File: src/rtl/processor_pkg.sv
// Shared processor definitions: instruction fields, opcodes
// and the fetch state encoding.
package processor_pkg;

    localparam int OPCODE_MSB = 15;
    localparam int OPCODE_LSB = 12;
    localparam int RDEST_MSB  = 11;
    localparam int RDEST_LSB  = 8;
    localparam int EXOP_MSB   = 7;
    localparam int EXOP_LSB   = 4;
    localparam int RSRC_MSB   = 3;
    localparam int RSRC_LSB   = 0;
    localparam int IMM_MSB    = 7;
    localparam int IMM_LSB    = 0;

    localparam logic [3:0] OP_RTYPE  = 4'h0;
    localparam logic [3:0] OP_ADDI   = 4'h5;
    localparam logic [3:0] OP_LOAD   = 4'h4;
    localparam logic [3:0] OP_STORE  = 4'h8;
    localparam logic [3:0] OP_BRANCH = 4'hC;

    localparam logic [15:0] NOP_WORD_DEFAULT = 16'h0000;

    typedef enum logic [1:0] {
        S_FETCH = 2'd0,
        S_WAIT  = 2'd1,
        S_HOLD  = 2'd2
    } fetch_state_e;

    function automatic logic [3:0] op_code(input logic [15:0] word);
        return word[OPCODE_MSB:OPCODE_LSB];
    endfunction

endpackage

File: src/rtl/instruction_fetch_unit_if.sv
// Fetch unit bus: control-unit handshake plus instruction memory port.
// master = fetch unit, slave = control unit / memory side.
interface instruction_fetch_unit_if #(
    parameter int ADDR_W = 16
);
    logic              pcEnabled;
    logic              branchMux;
    logic [ADDR_W-1:0] branchTarget;
    logic [ADDR_W-1:0] memAddr;
    logic              memEnabled;
    logic [15:0]       memData;
    logic [15:0]       instruction;
    logic              instrValid;
    logic [ADDR_W-1:0] pc;
    logic              protocolError;

    modport master (
        input  pcEnabled, branchMux, branchTarget, memData,
        output memAddr, memEnabled, instruction, instrValid,
        output pc, protocolError
    );

    modport slave (
        output pcEnabled, branchMux, branchTarget, memData,
        input  memAddr, memEnabled, instruction, instrValid,
        input  pc, protocolError
    );
endinterface

File: src/rtl/fetch_pc_register.sv
// Program counter: reset load, wrapping increment, branch select.
module fetch_pc_register #(
    parameter int              ADDR_W   = 16,
    parameter logic [ADDR_W-1:0] RESET_PC = '0
) (
    input  logic              clk_i,
    input  logic              rst_ni,
    input  logic              advance_i,
    input  logic              branch_i,
    input  logic [ADDR_W-1:0] target_i,
    output logic [ADDR_W-1:0] pc_o
);
    logic [ADDR_W-1:0] pc_q;
    logic [ADDR_W-1:0] pc_d;

    always_comb begin
        pc_d = pc_q;
        if (advance_i) begin
            pc_d = branch_i ? target_i : pc_q + ADDR_W'(1);
        end
    end

    always_ff @(posedge clk_i) begin
        if (!rst_ni) begin
            pc_q <= RESET_PC;
        end else begin
            pc_q <= pc_d;
        end
    end

    assign pc_o = pc_q;
endmodule

File: src/rtl/instruction_fetch_unit.sv
// Fetch FSM: reads one word per retire pulse and holds it
// stable for the control unit.
module instruction_fetch_unit
    import processor_pkg::*;
#(
    parameter int                ADDR_W   = 16,
    parameter logic [ADDR_W-1:0] RESET_PC = '0,
    parameter logic [15:0]       NOP_WORD = NOP_WORD_DEFAULT
) (
    input  logic                      clock,
    input  logic                      reset,
    instruction_fetch_unit_if.master  bus
);
    fetch_state_e      state_q;
    logic [15:0]       instr_q;
    logic              valid_q;
    logic              err_q;
    logic              advance;
    logic [ADDR_W-1:0] pc;

    // Only a pulse seen while holding a word may move the PC.
    assign advance = (state_q == S_HOLD) && bus.pcEnabled;

    fetch_pc_register #(
        .ADDR_W   (ADDR_W),
        .RESET_PC (RESET_PC)
    ) u_pc (
        .clk_i     (clock),
        .rst_ni    (reset),
        .advance_i (advance),
        .branch_i  (bus.branchMux),
        .target_i  (bus.branchTarget),
        .pc_o      (pc)
    );

    always_ff @(posedge clock) begin
        if (!reset) begin
            state_q <= S_FETCH;
            instr_q <= NOP_WORD;
            valid_q <= 1'b0;
            err_q   <= 1'b0;
        end else begin
            unique case (state_q)
                S_FETCH: begin
                    state_q <= S_WAIT;
                    if (bus.pcEnabled) err_q <= 1'b1;
                end
                S_WAIT: begin
                    instr_q <= bus.memData;
                    valid_q <= 1'b1;
                    state_q <= S_HOLD;
                    if (bus.pcEnabled) err_q <= 1'b1;
                end
                S_HOLD: begin
                    if (bus.pcEnabled) begin
                        instr_q <= NOP_WORD;
                        valid_q <= 1'b0;
                        state_q <= S_FETCH;
                    end
                end
                default: state_q <= S_FETCH;
            endcase
        end
    end

    assign bus.memEnabled    = (state_q == S_FETCH);
    assign bus.memAddr       = pc;
    assign bus.pc            = pc;
    assign bus.instruction   = instr_q;
    assign bus.instrValid    = valid_q;
    assign bus.protocolError = err_q;
endmodule

File: src/flat_wrapper.sv
// flat-port wrapper written by rule: the top's interface ports become plain ports
module instruction_fetch_unit_flat import processor_pkg::*;
#(
    parameter int                ADDR_W   = 16,
    parameter logic [ADDR_W-1:0] RESET_PC = '0,
    parameter logic [15:0]       NOP_WORD = NOP_WORD_DEFAULT
)
  (clock, reset, bus_pcEnabled, bus_branchMux, bus_branchTarget, bus_memData, bus_memAddr, bus_memEnabled, bus_instruction, bus_instrValid, bus_pc, bus_protocolError);
  instruction_fetch_unit_if #(.ADDR_W(ADDR_W)) bus_i ();
  input  logic clock;
  input  logic reset;
  input wire logic [$bits(bus_i.pcEnabled)-1:0] bus_pcEnabled;
  input wire logic [$bits(bus_i.branchMux)-1:0] bus_branchMux;
  input wire logic [$bits(bus_i.branchTarget)-1:0] bus_branchTarget;
  input wire logic [$bits(bus_i.memData)-1:0] bus_memData;
  output wire logic [$bits(bus_i.memAddr)-1:0] bus_memAddr;
  output wire logic [$bits(bus_i.memEnabled)-1:0] bus_memEnabled;
  output wire logic [$bits(bus_i.instruction)-1:0] bus_instruction;
  output wire logic [$bits(bus_i.instrValid)-1:0] bus_instrValid;
  output wire logic [$bits(bus_i.pc)-1:0] bus_pc;
  output wire logic [$bits(bus_i.protocolError)-1:0] bus_protocolError;
  assign bus_i.pcEnabled = bus_pcEnabled;
  assign bus_i.branchMux = bus_branchMux;
  assign bus_i.branchTarget = bus_branchTarget;
  assign bus_i.memData = bus_memData;
  assign bus_memAddr = bus_i.memAddr;
  assign bus_memEnabled = bus_i.memEnabled;
  assign bus_instruction = bus_i.instruction;
  assign bus_instrValid = bus_i.instrValid;
  assign bus_pc = bus_i.pc;
  assign bus_protocolError = bus_i.protocolError;
  instruction_fetch_unit #(.ADDR_W(ADDR_W), .RESET_PC(RESET_PC), .NOP_WORD(NOP_WORD)) u_core (.clock(clock), .reset(reset), .bus(bus_i));
endmodule
File: config.mk
export PLATFORM = sky130hd
export DESIGN_NAME = instruction_fetch_unit_flat
export DESIGN_NICKNAME = d
export VERILOG_FILES = /design/src/rtl/processor_pkg.sv /design/src/rtl/instruction_fetch_unit_if.sv /design/src/rtl/fetch_pc_register.sv /design/src/rtl/instruction_fetch_unit.sv /design/src/flat_wrapper.sv
export SDC_FILE = /design/constraint.sdc
export NUM_CORES = 1
export LEC_CHECK = 0
export ABC_AREA = 1
export CAP_MARGIN = 20
export CORE_ASPECT_RATIO = 2
export CORE_MARGIN = 4
export CORE_UTILIZATION = 45
export CTS_CLUSTER_DIAMETER = 150
export CTS_CLUSTER_SIZE = 10
export DETAILED_ROUTE_END_ITERATION = 12
export PLACE_DENSITY_LB_ADDON = 0.25
export SETUP_SLACK_MARGIN = 0.2
export SYNTH_ARGS = -nofsm -noshare
export SYNTH_HDL_FRONTEND = slang
export SYNTH_SLANG_ARGS = --single-unit
File: constraint.sdc
create_clock -name clock -period 4.1 [get_ports clock]
set_clock_uncertainty 0.2 [all_clocks]
set_input_delay 0.82 -clock clock [delete_from_list [all_inputs] [get_ports clock]]
set_output_delay 0.82 -clock clock [all_outputs]
set_load 0.01 [all_outputs]
## Word-level counts from Yosys, hierarchy flattened

Index checks and enable logic that the tools add are counted.

- Reductions and logical operators: 6
- Add/sub/neg operators: 1
- Eq/ne operators: 3
- Mux-type cells: 7

Operators by type and width:

| kind | number |
|---|---|
| $mux W16 | 2 |
| $pmux W16 S2 | 1 |
| $add A16 B1 Y16 const B | 1 |
| $pmux W2 S3 | 1 |
| $reduce_and A2 Y1 | 2 |
| $eq A2 B1 Y1 const B | 1 |
| $eq A2 B2 Y1 const B | 1 |
| $logic_not A2 Y1 | 1 |
| $mux W2 | 1 |
| $ne A2 B2 Y1 const B | 1 |
| $pmux W1 S2 | 1 |
| $reduce_bool A2 Y1 | 1 |
| $reduce_or A2 Y1 | 1 |
| $logic_and A1 B1 Y1 | 1 |
| $mux W1 | 1 |

- Output and inout bits: 51
- Register bits: 36
- Logic and storage cells: 22
- Input bits: 36

## Logic depth before layout (Yosys ltp)

Gate-level depths: netlist of run 1.

- Depth in word-level cells: 3
- Gate-level depth with buffers: 9
- Depth with buffers taken out: 9

## Hierarchy

From an unflattened synthesis of run 1, not the netlist that was laid out.

- Cell total of the unflattened synthesis: 292
- Area, all modules: 1976.9 um^2

By module, submodules not included:

| module | cells an instance | area an instance (um^2) | instances | sequential area each (um^2) |
|---|---|---|---|---|
| fetch_pc_register | 188 | 1119.8 | 1 | 320.3 |
| instruction_fetch_unit | 104 | 857.1 | 1 | 400.4 |

## Worst setup path before layout of run 1

No wires, ideal clock.

- Kind: input-to-reg
- Start: in bus_branchMux
- End: reg u_core.u_pc.pc_q[8] (netlist: u_core.u_pc.pc_o[8])
- Path buffers: 1
- Path slack: 2.279 ns
- Data required time: 3.828 ns
- Stages: 6
- Setup time: 0.072 ns
- Data arrival time: 1.549 ns
- Path through: buf_2 > inv_2 > nand4_1 > o31ai_1 > nand2_1 > a21oi_1

- Longest elaborated chain between the ends: 1

RTL lines:

| item | line | source |
|---|---|---|
| start: declaration | flat_wrapper.sv:13 | `input wire logic [$bits(bus_i.branchMux)-1:0] bus_branchMux;` |
| $mux W16 | fetch_pc_register.sv:19 | `pc_d = branch_i ? target_i : pc_q + ADDR_W'(1);` |
| end signal: assignment | fetch_pc_register.sv:27 | `pc_q <= pc_d;` |
| end: declaration | fetch_pc_register.sv:13 | `logic [ADDR_W-1:0] pc_q;` |

No other way between the ends.
A chain may end at the register's enable or synchronous reset.

## Final worst setup path of run 1

- Start: reg u_core.state_q[0]
- End: out bus_memEnabled

- Longest elaborated chain between the ends: 1

RTL lines:

| item | line | source |
|---|---|---|
| start: declaration | instruction_fetch_unit.sv:14 | `fetch_state_e state_q;` |
| start signal: assignment | instruction_fetch_unit.sv:38 | `state_q <= S_FETCH;` |
| start signal: assignment | instruction_fetch_unit.sv:45 | `state_q <= S_WAIT;` |
| start signal: assignment | instruction_fetch_unit.sv:51 | `state_q <= S_HOLD;` |
| $logic_not A2 Y1 | instruction_fetch_unit.sv:66 | `assign bus.memEnabled = (state_q == S_FETCH);` |
| end: declaration | flat_wrapper.sv:17 | `output wire logic [$bits(bus_i.memEnabled)-1:0] bus_memEnabled;` |

No other way between the ends.

==> flow_metrics.py, run 1 <==
metrics = {
    "floorplan": {
        "dieArea_um2": 5600,
        "fp.dieW_um": 55.0,
        "rows": 33,
        "die_h_um": 102,
        "core_area_um2": 4170,
        "io_pins": 87,
        "initial_core_util": 0.476,
    },
    "setup_path": {
        "start_kind": "register",
        "cp.required_ns": 3.08,
        "max_stage_delay_ns": 0.54,
        "path_buf_inv": 2,
        "r2r_setup_slack_ns": 2.21,
        "crit_arrival_ns": 1.44,
        "worst_path_max_delay_cell": "clkdlybuf4s50_1",
        "cp-end-kind": "output pin",
        "worstRegToRegCells": 8,
        "path_class": "reg -> out",
        "reg2reg_to": "u_core.u_pc.pc_o[13]",
        "path_max_fanout": 20,
        "rr_startpoint": "u_core.state_q[0]",
        "critical-path-top-delay-family": "buffers and inverters",
        "crit_chain": "buf_4 > nor2_1 > clkdlybuf4s50_1",
    },
    "synth": {
        "synth_flop_cell": "dfxtp_1",
        "yosysTopAreaCell": "dfxtp_1",
        "async_reset_ff_frac": 0,
        "synth_common_cells": "nand2_1, nand3_1, dfxtp_1",
        "synth_mux_area_frac": 0,
        "yosysSeqAreaShare": 0.363,
        "syn_area_um2": 1980,
        "synth_fa_ha_area_frac": 0.00631,
        "syn_nets": 329,
        "synth_xor_area_frac": 0,
        "ys_warn_count": 0,
        "yosys.area_share.simple": 0.327,
        "synth_edf_count": 0,
        "synth-compound-area-share": 0.159,
        "synth.most_common_cell": "nand2_1",
        "syn_area_per_cell_um2": 6.80,
        "synth_area_leaders": "dfxtp_1, nand3_1, nand2_1",
        "synthCells": 292,
        "synth_top_cell_area_share": 0.363,
        "synth_cell_types": 25,
        "synth_top_family_by_area": "simple AND/OR/NAND/NOR gates",
        "synth.ff_latch_count": 36,
    },
    "sta": {
        "timing.hold.ws_ns": 0.276,
        "setup_viol": 0,
        "fin_crit_sh": 0.599,
        "slew_viol_final": 0,
        "fmax_mhz": 407,
        "hold_viol": 0,
        "rsz0062_at_grt": "no",
        "fin_ws_ns": 1.64,
        "tightest_slew_ns": 0.520,
        "fin_crit_ns": 2.46,
        "slew_headroom": 0.653,
        "final.setup.tns_ns": 0,
    },
    "detailed_routing": {
        "viasPerCell": 5.21,
        "postRouteAntennaNets": 0,
        "drt-initial-drc-count": 49,
        "wl_per_cell_um": 13.3,
        "drc": 0,
        "first_pass_iters": 4,
        "wl_um": 5450,
        "via_count": 2136,
    },
    "global_routing": {
        "grt_max_degree": 32,
        "antenna_found_initial": 0,
        "first_global_vias": 2019,
        "grt_use_total": 0.203,
        "grt_pass1_wl_um": 8600,
        "overflow": 0,
    },
    "min_path": {
        "min_to": "u_core.bus.instrValid",
        "min_path_type": "reg -> reg",
        "min_path_cells": 2,
        "hold_start": "u_core.bus.instrValid",
    },
    "clocking": {
        "post_cts_buffers": 0,
        "htreeDepth": 2,
        "cts_hold_buf": 0,
        "cts_tree": "done",
        "ctsResizeCount": 0,
        "cts_inserted_buffers": 5,
        "cts_sinks": 36,
        "root_buffer": "clkbuf_8",
        "clkLatencyLatePin_ns": 0.28,
        "clk_path_buf_depth": 2,
        "path_clk_slew_ns": 0.07,
    },
    "final_layout": {
        "antennaDiodeCount": 0,
        "final_nets": 395,
        "drive_above_1_share": 0.0810,
        "area_growth_pct": 41.8,
    },
    "pwr": {
        "ir_worst_vdd_v": 0.000288,
        "power.density_nw_per_um2": 280,
        "leakage_nw": 0.985,
    },
    "place": {
        "gp_congestion": 0.853,
        "hpwl_um": 4080,
        "dpl_worst_slack_ns": 1.45,
        "io_buffer_count": 86,
    },
    "run_status": {
        "outcome": "finished clean",
    },
    "run": {
        "cap_violations": 0,
    },
}
## stage by stage
step                      cell area (um^2)   util  cells  total power [mW]
after floorplan                       1980      -    292             0.473
after global placement                2740  0.656    403             0.556
after detailed placement              2740  0.656    403             0.559
after CTS                             2810  0.675    410             0.794
after global routing                  2810  0.675    410             0.823
final                                 2810  0.675    410             0.789
## placed cells by master (no fill, tap or decap)
master           count
clkdlybuf4s50_1     86
nand2_1             57
nand3_1             49
dfxtp_1             36
a21oi_1             28
nor2_1              23
inv_1               17
o21ai_0             11
nor2_2               7
a21oi_2              6
o21ai_1              6
clkbuf_8             5
inv_2                4
clkinv_1             3
nand4_1              3
o31ai_1              3
buf_4                3
nand2_2              2
nor3_1               2
nor2_4               1
nand3b_1             1
a221oi_1             1
a31oi_1              1
ha_1                 1
clkbuf_1             1
clkinv_2             1
## how the worst max path moves through the flow
stage | to | slack [ns] | cells after the start | from
CTS | bus_memEnabled | 1.64 | 3 | u_core.state_q[0]
floorplan | u_core.u_pc.pc_o[8] | 2.28 | 6 | bus_branchMux
finish | bus_memEnabled | 1.64 | 3 | u_core.state_q[0]
global route | u_core.u_pc.pc_o[13] | 1.59 | 7 | bus_pcEnabled
detailed placement | u_core.u_pc.pc_o[13] | 1.45 | 7 | bus_pcEnabled
global placement | u_core.u_pc.pc_o[6] | 1.47 | 7 | bus_branchMux
## report_power, final
| group | internal, mW | switching, mW | leakage [nW] |
|---|---|---|---|
| sequential | 0.368 | 0.0150 | 0.293 |
| clock | 0.116 | 0.124 | 0.0410 |
| combinational | 0.0891 | 0.0769 | 0.650 |
## routing by layer
metal | share of wire | routed length, um | vias to the layer above | GRT usage
met5 | 0 | 0 | - | 0
li1 | - | - | 1082 | -
met3 | 0.059 | 319 | 9 | 0.0496
met1 | 0.35 | 1890 | 983 | 0.191
met4 | 0.016 | 89 | 0 | 0.0861
met2 | 0.58 | 3150 | 62 | 0.387
## sequential cells by signal, indices dropped and copies added (netlist names)
| signal | flops |
|---|---|
| u_core.state_q | 2 |
| u_core.bus.protocolError | 1 |
| u_core.u_pc.pc_o | 16 |
| u_core.bus.instrValid | 1 |
| u_core.bus.instruction | 16 |
## kinds of logic after synthesis
logic type / count (synthesis)
simple gates: 145
compound gates: 56
fa+ha+maj: 1
buf+inv: 54
flops: 36
## worst min-delay path, cell delays in order (launching register included)
cell and delay (ns):
dfxtp_1 0.32, nand2_1 0.06, a21oi_1 0.05
## final cells by class
cell class,count,area (um^2)
clock inverter,1,5.00
fill,416,1360
tap,52,65.1
multi-input combinational,202,977
inverter,24,90.1
clock buffer,6,72.6
sequential,36,721
timing repair buffer,89,883
(Power assumes the default switching activity.)
==> run 2: changes to the inputs <==
Settings changed: CORE_UTILIZATION 45 to 38.
Clock period 4.1 ns to 2.1 ns, I/O delays scaled along.
==> run 2 against run 1 <==
- worst hold slack improved by 0.0066 ns
- clock power increased to 2.6 times the previous value
- sequential cell count is the same
- wire length grew 7.7%
- setup slack lost 1.4 ns
- non-clock buffer count increased by 3
- final area rose by 3.8%
- power is 110% higher
- die area grew 16%
- first-iteration DRC count is 29% higher
- critical path type unchanged
==> flow_metrics.py, run 2 (synthesized netlist as in run 1, its figures left out) <==
metrics = {
    "pwr": {
        "leakage_nw": 1.17,
        "seqPwrFrac": 0.443,
        "p_int_mw": 1.24,
        "power_frac_clock": 0.362,
        "power.density_nw_per_um2": 577,
        "p_sw_frac": 0.262,
        "ir_worst_vdd_v": 0.000566,
        "power_mw": 1.69,
        "switchingPower_uw": 442,
        "combPwrFrac": 0.195,
    },
    "floorplan": {
        "die_h_um": 110,
        "fp.dieW_um": 59.1,
        "dieArea_um2": 6510,
        "rows": 37,
        "core_area_um2": 5090,
        "io_pins": 87,
        "initial_core_util": 0.390,
    },
    "setup_path": {
        "crit_chain": "clkdlybuf4s50_1",
        "worst_path_max_delay_cell": "clkdlybuf4s50_1",
        "worstRegToRegCells": 8,
        "path_max_fanout": 6,
        "rr_startpoint": "u_core.u_pc.pc_o[0]",
        "start_kind": "register",
        "reg2reg_to": "u_core.u_pc.pc_o[10]",
        "cp.required_ns": 1.48,
        "critical-path-top-delay-family": "buffers and inverters",
        "path_class": "reg -> out",
        "r2r_setup_slack_ns": 0.47,
        "cp-end-kind": "output pin",
        "crit_arrival_ns": 1.25,
        "max_stage_delay_ns": 0.56,
        "path_buf_inv": 1,
    },
    "place": {
        "io_buffer_count": 86,
        "placed_area_um2": 2770,
        "gp_congestion": 0.836,
        "dp.cells": 412,
        "hpwl_um": 4340,
    },
    "global_routing": {
        "grt_pass1_wl_um": 9290,
        "grt_use_total": 0.186,
        "first_global_vias": 2103,
        "grt_max_degree": 34,
        "overflow": 0,
        "antenna_found_initial": 0,
    },
    "sta": {
        "fmax_mhz": 534,
        "tightest_slew_ns": 0.547,
        "fin_crit_ns": 1.87,
        "rsz0062_at_grt": "no",
        "setup_viol": 0,
        "slew_headroom": 0.635,
        "slew_viol_final": 0,
        "hold_viol": 0,
        "fin_crit_sh": 0.892,
        "final.setup.tns_ns": 0,
    },
    "detailed_routing": {
        "viasPerCell": 5.07,
        "wl_per_cell_um": 14.0,
        "drt-initial-drc-count": 63,
        "drc": 0,
        "postRouteAntennaNets": 0,
        "wl_um": 5870,
        "via_count": 2130,
        "first_pass_iters": 4,
    },
    "clocking": {
        "path_clk_slew_ns": 0.08,
        "cts_hold_buf": 0,
        "post_cts_buffers": 0,
        "ctsResizeCount": 15,
        "clkLatencyLatePin_ns": 0.29,
        "clk_path_buf_depth": 2,
        "cts_sinks": 36,
        "root_buffer": "clkbuf_8",
        "htreeDepth": 2,
        "cts_inserted_buffers": 5,
        "cts_tree": "done",
    },
    "final_layout": {
        "final_nets": 398,
        "drive_above_1_share": 0.133,
        "fillerInstances": 494,
        "final_cell_mix": "clkdlybuf4s50_1, nand2_1, nand3_1",
        "area_growth_pct": 47.2,
        "final_common_cell": "clkdlybuf4s50_1",
        "final_area_um2": 2920,
        "stdcell_count": 420,
        "final_core_utilization": 0.574,
        "antennaDiodeCount": 0,
    },
    "min_path": {
        "min_path_type": "reg -> reg",
        "min_to": "u_core.bus.instruction[9]",
        "hold_start": "u_core.bus.instruction[9]",
        "min_path_cells": 2,
    },
    "run_status": {
        "outcome": "finished clean",
    },
    "run": {
        "cap_violations": 0,
    },
}
## run 2: cell types whose count changed in the layout (fill, tap and decap cells not counted), sizes merged
cell,change
buf,+3
dlymetal6s2s,+8
bufinv,+1
clkdlybuf4s50,-9
dlygate4sd2,+1
## run 2: worst max path at each step
stage / depth (start not counted) / slack, ns / to / startpoint
2_1_floorplan: 8 / 0.54 / u_core.u_pc.pc_o[10] / u_core.u_pc.pc_o[0]
3_3_place_gp: 7 / 0.14 / u_core.u_pc.pc_o[13] / bus_pcEnabled
3_5_place_dp: 6 / 0.09 / u_core.bus.instruction[4] / bus_pcEnabled
4_1_cts: 1 / 0.20 / bus_memAddr[4] / u_core.u_pc.pc_o[4]
5_1_grt: 1 / 0.21 / bus_pc[8] / u_core.u_pc.pc_o[8]
6_report: 1 / 0.23 / bus_pc[8] / u_core.u_pc.pc_o[8]
## run 2: tightest hold or removal path, stage by stage, from the launching register on
cell     delay, ns
dfxtp_1       0.31
nand3_1       0.07
a21oi_1       0.05
## run 2: through the flow
step / hold slack [ns] / setup slack, ns
2_1_floorplan: 0.284 / 0.541
3_3_place_gp: 0.256 / 0.141
3_5_place_dp: 0.264 / 0.0865
4_1_cts: 0.288 / 0.200
5_1_grt: 0.305 / 0.206
6_report: 0.283 / 0.226
## run 2: cell type report
cell class | count | area, um^2 | share of cell area
timing repair buffer | 92 | 925 | 0.316
clock inverter | 2 | 35.0 | 0.0120
multi-input combinational | 202 | 977 | 0.334
tap | 58 | 72.6 | 0.0248
inverter | 24 | 90.1 | 0.0308
sequential | 36 | 749 | 0.257
clock buffer | 6 | 72.6 | 0.0248
## run 2: layer usage
metal	track usage	share of wire
met5	0	0
met1	0.174	0.36
met3	0.0536	0.061
met4	0.0908	0.022
met2	0.350	0.55
## run 2: power by group through the flow
stage | logic (mW) | clock network (mW) | registers, mW
global placement | 0.329 | 0 | 0.766
finish | 0.328 | 0.611 | 0.748
CTS | 0.332 | 0.621 | 0.753
detailed placement | 0.333 | 0 | 0.767
floorplan | 0.149 | 0 | 0.775
global route | 0.358 | 0.646 | 0.753
==> run 3: changes to the inputs <==
Settings changed: RECOVER_POWER set to 50.
==> run 3 against run 2 <==
- clock power fell by 0.7%
- via count shrank 0.56%
- register-to-register slack got worse by 0.02 ns
==> flow_metrics.py, run 3 (synthesized netlist as in run 1, its figures left out) <==
metrics = {
    "final_layout": {
        "final_nets": 398,
        "stdcell_count": 420,
        "final_area_um2": 2870,
        "antennaDiodeCount": 0,
        "area_growth_pct": 44.8,
        "final_cell_mix": "clkdlybuf4s50_1, nand2_1, nand3_1",
        "drive_above_1_share": 0.116,
        "final_common_cell": "clkdlybuf4s50_1",
        "final_core_utilization": 0.564,
    },
    "detailed_routing": {
        "drt-initial-drc-count": 80,
        "postRouteAntennaNets": 0,
        "viasPerCell": 5.04,
        "via_count": 2118,
        "first_pass_iters": 4,
        "wl_um": 5880,
        "drc": 0,
        "wl_per_cell_um": 14.0,
    },
    "setup_path": {
        "max_stage_delay_ns": 0.56,
        "r2r_setup_slack_ns": 0.45,
        "path_max_fanout": 6,
        "crit_chain": "clkdlybuf4s50_1",
        "crit_cells": 1,
        "worstSetupEndpoint": "bus_pc[8]",
        "path_class": "reg -> out",
        "reg2reg_to": "u_core.u_pc.pc_o[12]",
        "worstSetupStartpoint": "u_core.u_pc.pc_o[8]",
        "path_buf_inv": 1,
        "crit_arrival_ns": 1.25,
        "cp-end-kind": "output pin",
        "cp.required_ns": 1.48,
        "start_kind": "register",
        "worstRegToRegCells": 9,
        "rr_startpoint": "u_core.u_pc.pc_o[0]",
        "critical-path-top-delay-family": "buffers and inverters",
        "worst_path_max_delay_cell": "clkdlybuf4s50_1",
    },
    "floorplan": {
        "die_h_um": 110,
        "rows": 37,
        "dieArea_um2": 6510,
        "fp.dieW_um": 59.1,
        "core_area_um2": 5090,
        "initial_core_util": 0.390,
        "io_pins": 87,
    },
    "clocking": {
        "cts_sinks": 36,
        "root_buffer": "clkbuf_8",
        "clkLatencyLatePin_ns": 0.29,
        "cts_tree": "done",
        "clk_path_buf_depth": 2,
        "cts_hold_buf": 0,
        "post_cts_buffers": 0,
        "htreeDepth": 2,
        "cts_inserted_buffers": 5,
        "path_clk_slew_ns": 0.08,
    },
    "place": {
        "gp_congestion": 0.836,
        "io_buffer_count": 86,
        "dpl_worst_slack_ns": 0.0865,
        "hpwl_um": 4340,
        "dp.cells": 412,
        "placed_area_um2": 2770,
    },
    "global_routing": {
        "first_global_vias": 2103,
        "antenna_found_initial": 0,
        "grt_pass1_wl_um": 9290,
        "grt_max_degree": 34,
        "grt_use_total": 0.186,
        "overflow": 0,
    },
    "sta": {
        "slew_viol_final": 0,
        "final.setup.tns_ns": 0,
        "slew_headroom": 0.493,
        "fin_crit_sh": 0.890,
        "setup_viol": 0,
        "fin_ws_ns": 0.232,
        "rsz0062_at_grt": "no",
        "fin_crit_ns": 1.87,
        "tightest_slew_ns": 0.761,
        "timing.hold.ws_ns": 0.281,
        "hold_viol": 0,
        "fmax_mhz": 535,
    },
    "pwr": {
        "leakage_nw": 1.02,
        "power_mw": 1.68,
        "power.density_nw_per_um2": 584,
        "ir_worst_vdd_v": 0.000568,
    },
    "run_status": {
        "outcome": "finished clean",
    },
    "min_path": {
        "min_path_type": "reg -> reg",
    },
    "run": {
        "cap_violations": 0,
    },
}
## run 3: changes by cell type in the layout (fill, tap and decap cells not counted), moves of 2 or more
cell,before,now
clkdlybuf4s25_1,0,8
clkdlybuf4s50_1,77,75
a21oi_2,6,1
dlymetal6s2s_1,8,0
a21oi_1,28,33
dlygate4sd3_1,0,2
## run 3: power by group
group	switching [mW]	leakage (nW)	total (mW)	internal, mW
Sequential	0.0315	0.302	0.748	0.717
Combinational	0.150	0.660	0.322	0.173
Clock	0.255	0.0552	0.607	0.353
## run 3: what timing repair did
| action | CTS | global route |
|---|---|---|
| gates resized for setup | 15 | 13 |
| pin swaps | 0 | 0 |
| setup endpoints to repair | 29 | 16 |
## run 3: area by class of cell
| class | count | area (um^2) |
|---|---|---|
| clock inverter | 2 | 35.0 |
| fill | 507 | 2220 |
| multi-input combinational | 202 | 951 |
| clock buffer | 6 | 72.6 |
| timing repair buffer | 92 | 902 |
| sequential | 36 | 749 |
| inverter | 24 | 90.1 |
| tap | 58 | 72.6 |
## run 3: how the worst min path moves through the flow
stage / to / cells past startpoint / slack (ns) / from
after CTS: u_core.bus.instruction[9] / 2 / 0.29 / u_core.bus.instruction[9]
after detailed placement: u_core.bus.protocolError / 2 / 0.26 / u_core.bus.protocolError
after global placement: u_core.bus.protocolError / 2 / 0.26 / u_core.bus.protocolError
after global routing: u_core.bus.instruction[9] / 2 / 0.31 / u_core.bus.instruction[9]
after floorplan: u_core.bus.instrValid / 2 / 0.28 / u_core.bus.instrValid
final: u_core.bus.protocolError / 2 / 0.28 / u_core.bus.protocolError
## run 3: per-layer routing
layer,vias up,routed length (um),GRT usage
met1,953,2120,0.174
met2,69,3300,0.350
met5,-,0,0
met4,0,137,0.0908
met3,12,323,0.0536
li1,1084,-,-
